`src/rtl/mpc_mul_arb_pkg.sv`:
```
// Shared constants and the in-flight tag type for the time-shared multiplier.
package mpc_mul_arb_pkg;

  localparam int A_W         = 21;  // signed multiplicand width
  localparam int B_W         = 7;   // unsigned multiplier width
  localparam int P_W         = 29;  // signed product width
  localparam int MUL_LAT_DEF = 3;   // default DSP pipeline depth
  localparam int TAG_ID_W    = 3;   // id field wide enough for up to 8 requesters

  // One in-flight product: who issued it and whether it closes a dot product.
  typedef struct packed {
    logic                valid;
    logic [TAG_ID_W-1:0] id;
    logic                last;
  } tag_t;

endpackage

```
`src/rtl/mpc_rr_arbiter.sv`:
```
// Combinational rotate-priority-rotate round-robin arbiter.
// The request vector is rotated so the pointer position becomes bit 0, the
// lowest set bit wins, and the offset is rotated back into a requester index.
module mpc_rr_arbiter #(
  parameter int N_REQ = 4,
  parameter int ID_W  = 2
) (
  input  logic [N_REQ-1:0] req,
  input  logic [ID_W-1:0]  ptr,
  input  logic             en,
  output logic [N_REQ-1:0] gnt,
  output logic [ID_W-1:0]  idx
);

  logic [2*N_REQ-1:0] w_dbl;
  logic [N_REQ-1:0]   w_rot;
  logic [ID_W-1:0]    w_off;
  logic               w_hit;
  int                 w_sum;

  // Rotate, priority-pick the lowest set bit, rotate the winner back.
  always_comb begin
    w_dbl = {req, req} >> ptr;
    w_rot = w_dbl[N_REQ-1:0];
    w_off = '0;
    w_hit = 1'b0;
    for (int j = N_REQ - 1; j >= 0; j--) begin
      if (w_rot[j]) begin
        w_hit = 1'b1;
        w_off = ID_W'(j);
      end
    end
    w_sum = int'(ptr) + int'(w_off);
    if (w_sum >= N_REQ) w_sum = w_sum - N_REQ;
    idx = ID_W'(w_sum);
    gnt = '0;
    if (en && w_hit) gnt[idx] = 1'b1;
  end

endmodule

```
`src/rtl/mpc_mul_share_arb.sv`:
```
// Round-robin sharing of one pipelined signed x unsigned DSP multiplier.
// Handshake: an operand pair moves on a rising edge where req_valid[i] and
// req_ready[i] are both high; req_ready never depends on anything but the
// current req_valid, the pointer and ce. Results carry no backpressure: a
// res_valid strobe must be taken in the cycle it is presented.
module mpc_mul_share_arb
  import mpc_mul_arb_pkg::*;
#(
  parameter int N_REQ   = 4,
  parameter int ID_W    = 2,
  parameter int MUL_LAT = MUL_LAT_DEF
) (
  input  logic                 clk,
  input  logic                 rst_n,
  input  logic                 ce,
  input  logic [N_REQ-1:0]     req_valid,
  input  logic [N_REQ*A_W-1:0] req_a,
  input  logic [N_REQ*B_W-1:0] req_b,
  input  logic [N_REQ-1:0]     req_last,
  output logic [N_REQ-1:0]     req_ready,
  output logic [A_W-1:0]       mul_a,
  output logic [B_W-1:0]       mul_b,
  output logic                 mul_ce,
  input  logic [P_W-1:0]       mul_p,
  output logic [N_REQ-1:0]     res_valid,
  output logic [P_W-1:0]       res_p,
  output logic                 res_last,
  output logic [ID_W-1:0]      res_id,
  output logic                 busy
);

  logic [ID_W-1:0]  r_ptr;
  tag_t             r_tag [MUL_LAT];
  logic [N_REQ-1:0] w_gnt;
  logic [ID_W-1:0]  w_idx;
  logic             w_any;
  logic             w_en;
  tag_t             w_tag_in;
  tag_t             w_tag_out;

  // Grants are suppressed while reset is asserted so no operand is consumed.
  assign w_en = ce & rst_n;

  mpc_rr_arbiter #(
    .N_REQ (N_REQ),
    .ID_W  (ID_W)
  ) u_arb (
    .req (req_valid),
    .ptr (r_ptr),
    .en  (w_en),
    .gnt (w_gnt),
    .idx (w_idx)
  );

  assign req_ready = w_gnt;
  assign w_any     = |w_gnt;
  assign mul_ce    = ce;

  // Steer the winner's operands to the DSP; zeros when idle keep X out of it.
  always_comb begin
    mul_a = '0;
    mul_b = '0;
    if (w_any) begin
      mul_a = req_a[w_idx*A_W +: A_W];
      mul_b = req_b[w_idx*B_W +: B_W];
    end
  end

  // Tag entering the pipeline alongside the operands.
  always_comb begin
    w_tag_in       = '0;
    w_tag_in.valid = w_any;
    w_tag_in.id    = TAG_ID_W'(w_idx);
    w_tag_in.last  = req_last[w_idx];
  end

  // Round-robin pointer: one past the winner after every enabled grant.
  always_ff @(posedge clk or negedge rst_n) begin
    if (!rst_n) begin
      r_ptr <= '0;
    end else if (ce && w_any) begin
      r_ptr <= (w_idx == ID_W'(N_REQ - 1)) ? '0 : w_idx + 1'b1;
    end
  end

  // Tag shift register kept in lockstep with the DSP pipeline.
  always_ff @(posedge clk or negedge rst_n) begin
    if (!rst_n) begin
      for (int k = 0; k < MUL_LAT; k++) r_tag[k] <= '0;
    end else if (ce) begin
      r_tag[0] <= w_tag_in;
      for (int k = 1; k < MUL_LAT; k++) r_tag[k] <= r_tag[k-1];
    end
  end

  assign w_tag_out = r_tag[MUL_LAT-1];
  assign res_p     = mul_p;
  assign res_id    = w_tag_out.id[ID_W-1:0];
  assign res_last  = w_tag_out.last;

  // Route the product at the pipeline exit back to its issuer.
  always_comb begin
    res_valid = '0;
    if (ce && w_tag_out.valid) res_valid[w_tag_out.id[ID_W-1:0]] = 1'b1;
  end

  // Anything still travelling through the tag stages keeps busy high.
  always_comb begin
    busy = 1'b0;
    for (int k = 0; k < MUL_LAT; k++) busy = busy | r_tag[k].valid;
  end

endmodule

```
`config.mk`:
```
export PLATFORM = sky130hd
export DESIGN_NAME = mpc_mul_share_arb
export DESIGN_NICKNAME = d
export VERILOG_FILES = /design/src/rtl/mpc_mul_arb_pkg.sv /design/src/rtl/mpc_rr_arbiter.sv /design/src/rtl/mpc_mul_share_arb.sv
export SDC_FILE = /design/constraint.sdc
export NUM_CORES = 1
export LEC_CHECK = 0
export CORE_MARGIN = 4
export CORE_UTILIZATION = 36
export DETAILED_ROUTE_END_ITERATION = 6
export GPL_TIMING_DRIVEN = 0
export PLACE_DENSITY = 0.89
export SETUP_SLACK_MARGIN = 0.1
export SLEW_MARGIN = 20
export SYNTH_ARGS = -nofsm -noshare
export SYNTH_HDL_FRONTEND = slang
export SYNTH_SLANG_ARGS = --single-unit
```
`constraint.sdc`:
```
create_clock -name clk -period 8.6 [get_ports clk]
set_input_delay 1.72 -clock clk [delete_from_list [all_inputs] [get_ports clk]]
set_output_delay 1.72 -clock clk [all_outputs]
set_load 0.02 [all_outputs]
```
==> metrics.txt <==
chip height 93.3 um; Worst Tran Pin Value ~0.73 ns; number of synthesized register bits 14; std cell rows 30; n_diodes 0; Power Total roughly 1700 uW; GPL Wtd Cong ~0.77; final worst slack roughly 1.1 ns; WL final roughly 9.8 mm; Port Buf Inserts approximately 190; latest clock arrival within the worst-skew pair 0.25 ns; FFs w/ async S/R, synth 100%; clk slew on worst S/H paths roughly 0.060 ns; largest cells by area after synthesis a2111oi_2 15%, a211oi_2 13%, dfrtp_1 13%, mux2i_1 11%, buf_4 10%; top-level I/O count 222; Core Area 6940 um2; Post-synth top cells 35 x buf_4, 30 x mux2i_1, 28 x a211oi_2, 27 x a2111oi_2, 21 x nor2b_1; Pwr Density around 360 nW/um2; type of destination of the critical path output pin; Max Clock Freq around 0.13 GHz; initial core utilization 37.7%; relative slew slack between 50% and 60%; PostCTS Resize Cnt 0; H-Tree Depth 1; die span in x just over 90 um; HP Class flop to flop; period utilization ~88%; syn nets 409; number of distinct library cells after synthesis between 40 and 50; outcome complete, no violations; Synth Flop Type dfrtp_1; CTS tree yes; clk sinks 14; DRT iter0 DRCs 60; CTS Hold Bufs 0; setup tns final 0 ns; CTS buffer count 3; # DRC 0; design area between 4000 and 5000 um2; antenna-violating nets left 0; Root Buffer clkbuf_8; gr ovfl total 0; share of cells above drive strength 1 30.1%; crit path kind input port to output pin; vias in the first global route 2851; post-synthesis average cell area 10.3 um2; crit-path cells clkdlybuf4s50_1, inv_1, o21ai_0, a21oi_1, nor3_1, a21oi_1, ha_1, xor2_1, a31oi_4, nor2_4, inv_4, buf_6, ha_1, o31ai_1, clkbuf_1, a211oi_2, clkdlybuf4s50_1; worst vdd ir between 0.2 and 0.25 mV; count leader, synth buf_4; Clock Path Buffers 2; sequential fraction of the synthesis area 13.4%; Post-DP HPWL 8.34 mm; Syn Inst Count about 250; final hold violation count 0; final number of setup-violating endpoints 0; Slowest cell on crit path clkdlybuf4s50_1; RSZ-0062 raised after global routing no; P_leak approximately 0.0018 uW; setup bufs post-CTS 0; Final Net Count ~610; yosys warns 0; GRT Total Usage between 20% and 30%; average wire per standard cell between 15 and 20 um; Synth top area share 15.5%; worst setup slack after placement approximately 1.0 ns; die area around 8700 um2; initial antenna violation count 0; Area growth syn-to-layout 79.7%; top fanout value on the critical path 10; max incr delay on CP 0.61 ns; first-pass GRT wire length between 10 and 15 mm; DRT Pass-1 Iters 4; crit start category input port; largest area contributor in the netlist a2111oi_2; Post-synth EDFFs 0; pin count of the biggest net entering global routing 16; Tmin final around 7.5 ns; count of pins over their slew limit 0; mapped cell area approximately 2600 um2; max-cap viol count 0; DR vias/cell ~5.0; Clock Skews about 0.0039 ns; vias roughly 2700; Arr. time, crit path 5.83 ns; Cell Area, Placed around 4600 um2; Core Util, Final 67.7%; Req. time, crit path 6.88 ns
## cells by family (layout without fill, tap and decap cells)
kind of cell	count (synthesis)	count (layout)	share of synthesized area (%)
multiplexers	39	39	15.3
flip-flops	14	14	13.4
buffers and inverters	64	259	19.6
AND/OR/NAND/NOR	60	60	14.3
AO/OA/AOI/OAI	73	73	35.7
XOR/XNOR	1	1	0.335
adder cells (fa/ha/maj)	3	3	1.43
## power breakdown
| group | switching (uW) | internal, uW | total, uW |
|---|---|---|---|
| clock network | 23.9 | 40.6 | 64.5 |
| logic | 791 | 709 | 1500 |
| registers | 25.2 | 99.0 | 124 |
## flip-flops by register name, indices dropped and copies added, names as in the netlist
name,count
r_ptr,2
res_id,2
r_tag,9
res_last,1
## per-layer routing
metal  part of all wire [%]  routed length [um]  vias up  global-route usage [%]
li1                       -                   -     1327                       -
met1                     36                3540     1268                    22.2
met2                     53                5230      123                    40.1
met3                    8.2                 804       19                    4.83
met4                    2.2                 219        0                    6.35
met5                      0                   0        -                       0
## critical path, delay by kind of cell
kind	cells	cell delay, ns
xor+xnor	1	0.28
simple gates	2	0.38
buf+inv	6	2.11
fa+ha+maj	2	0.42
compound gates	6	0.91
## layout make-up
| class | count | area (um2) |
|---|---|---|
| inverters | 7 | 28.8 |
| clock buffers | 4 | 55.1 |
| fillers | 551 | 2240 |
| flip-flops and latches | 14 | 350 |
| multi-input cells | 176 | 1760 |
| repair buffers | 191 | 1910 |
| well taps | 96 | 120 |
| plain buffers | 57 | 483 |
## metrics by stage
stage / hold slack, ns / std cells
2_1_floorplan: 0.449 / 254
3_3_place_gp: 0.470 / 541
3_5_place_dp: 0.482 / 541
4_1_cts: 0.491 / 545
5_1_grt: 0.524 / 545
6_report: 0.488 / 545
## cell usage in the layout, fill, tap and decap left out, drive strengths merged
master	synthesis	routed
nor2	10	10
and3b	1	1
mux2i	30	30
clkdlybuf4s50	0	191
mux2	9	9
o21a	3	3
o21ai	3	3
ha	3	3
nor4	1	1
xor2	1	1
and4	1	1
and2	2	2
a2111o	1	1
nand2	5	5
nand3	1	1
and2b	9	9
clkbuf	8	12
nor3	4	4
nand2b	3	3
inv	7	7
a2111oi	29	29
o211ai	1	1
or4	1	1
buf	49	49
or3	1	1
a211oi	28	28
nor2b	21	21
o31ai	2	2
a31oi	1	1
a21oi	5	5
dfrtp	14	14
## path summary, 6_finish.rpt
| kind | startpoint | cells past startpoint | slack, ns | end |
|---|---|---|---|---|
| setup / recovery | req_valid[0] | 17 | 1.05 | mul_a[13] |
| hold / removal | r_tag[10] | 2 | 0.49 | r_tag[10] |
| setup reg to reg | r_ptr[1] | 16 | 5.01 | r_ptr[1] |
| hold reg to reg | r_tag[10] | 2 | 0.49 | r_tag[10] |
| max in group asynchronous | rst_n | 1 | 6.29 | res_id[0] |
| min in group asynchronous | rst_n | 1 | 1.88 | r_tag[12] |
Note: power is estimated with default switching activity, not from simulation.
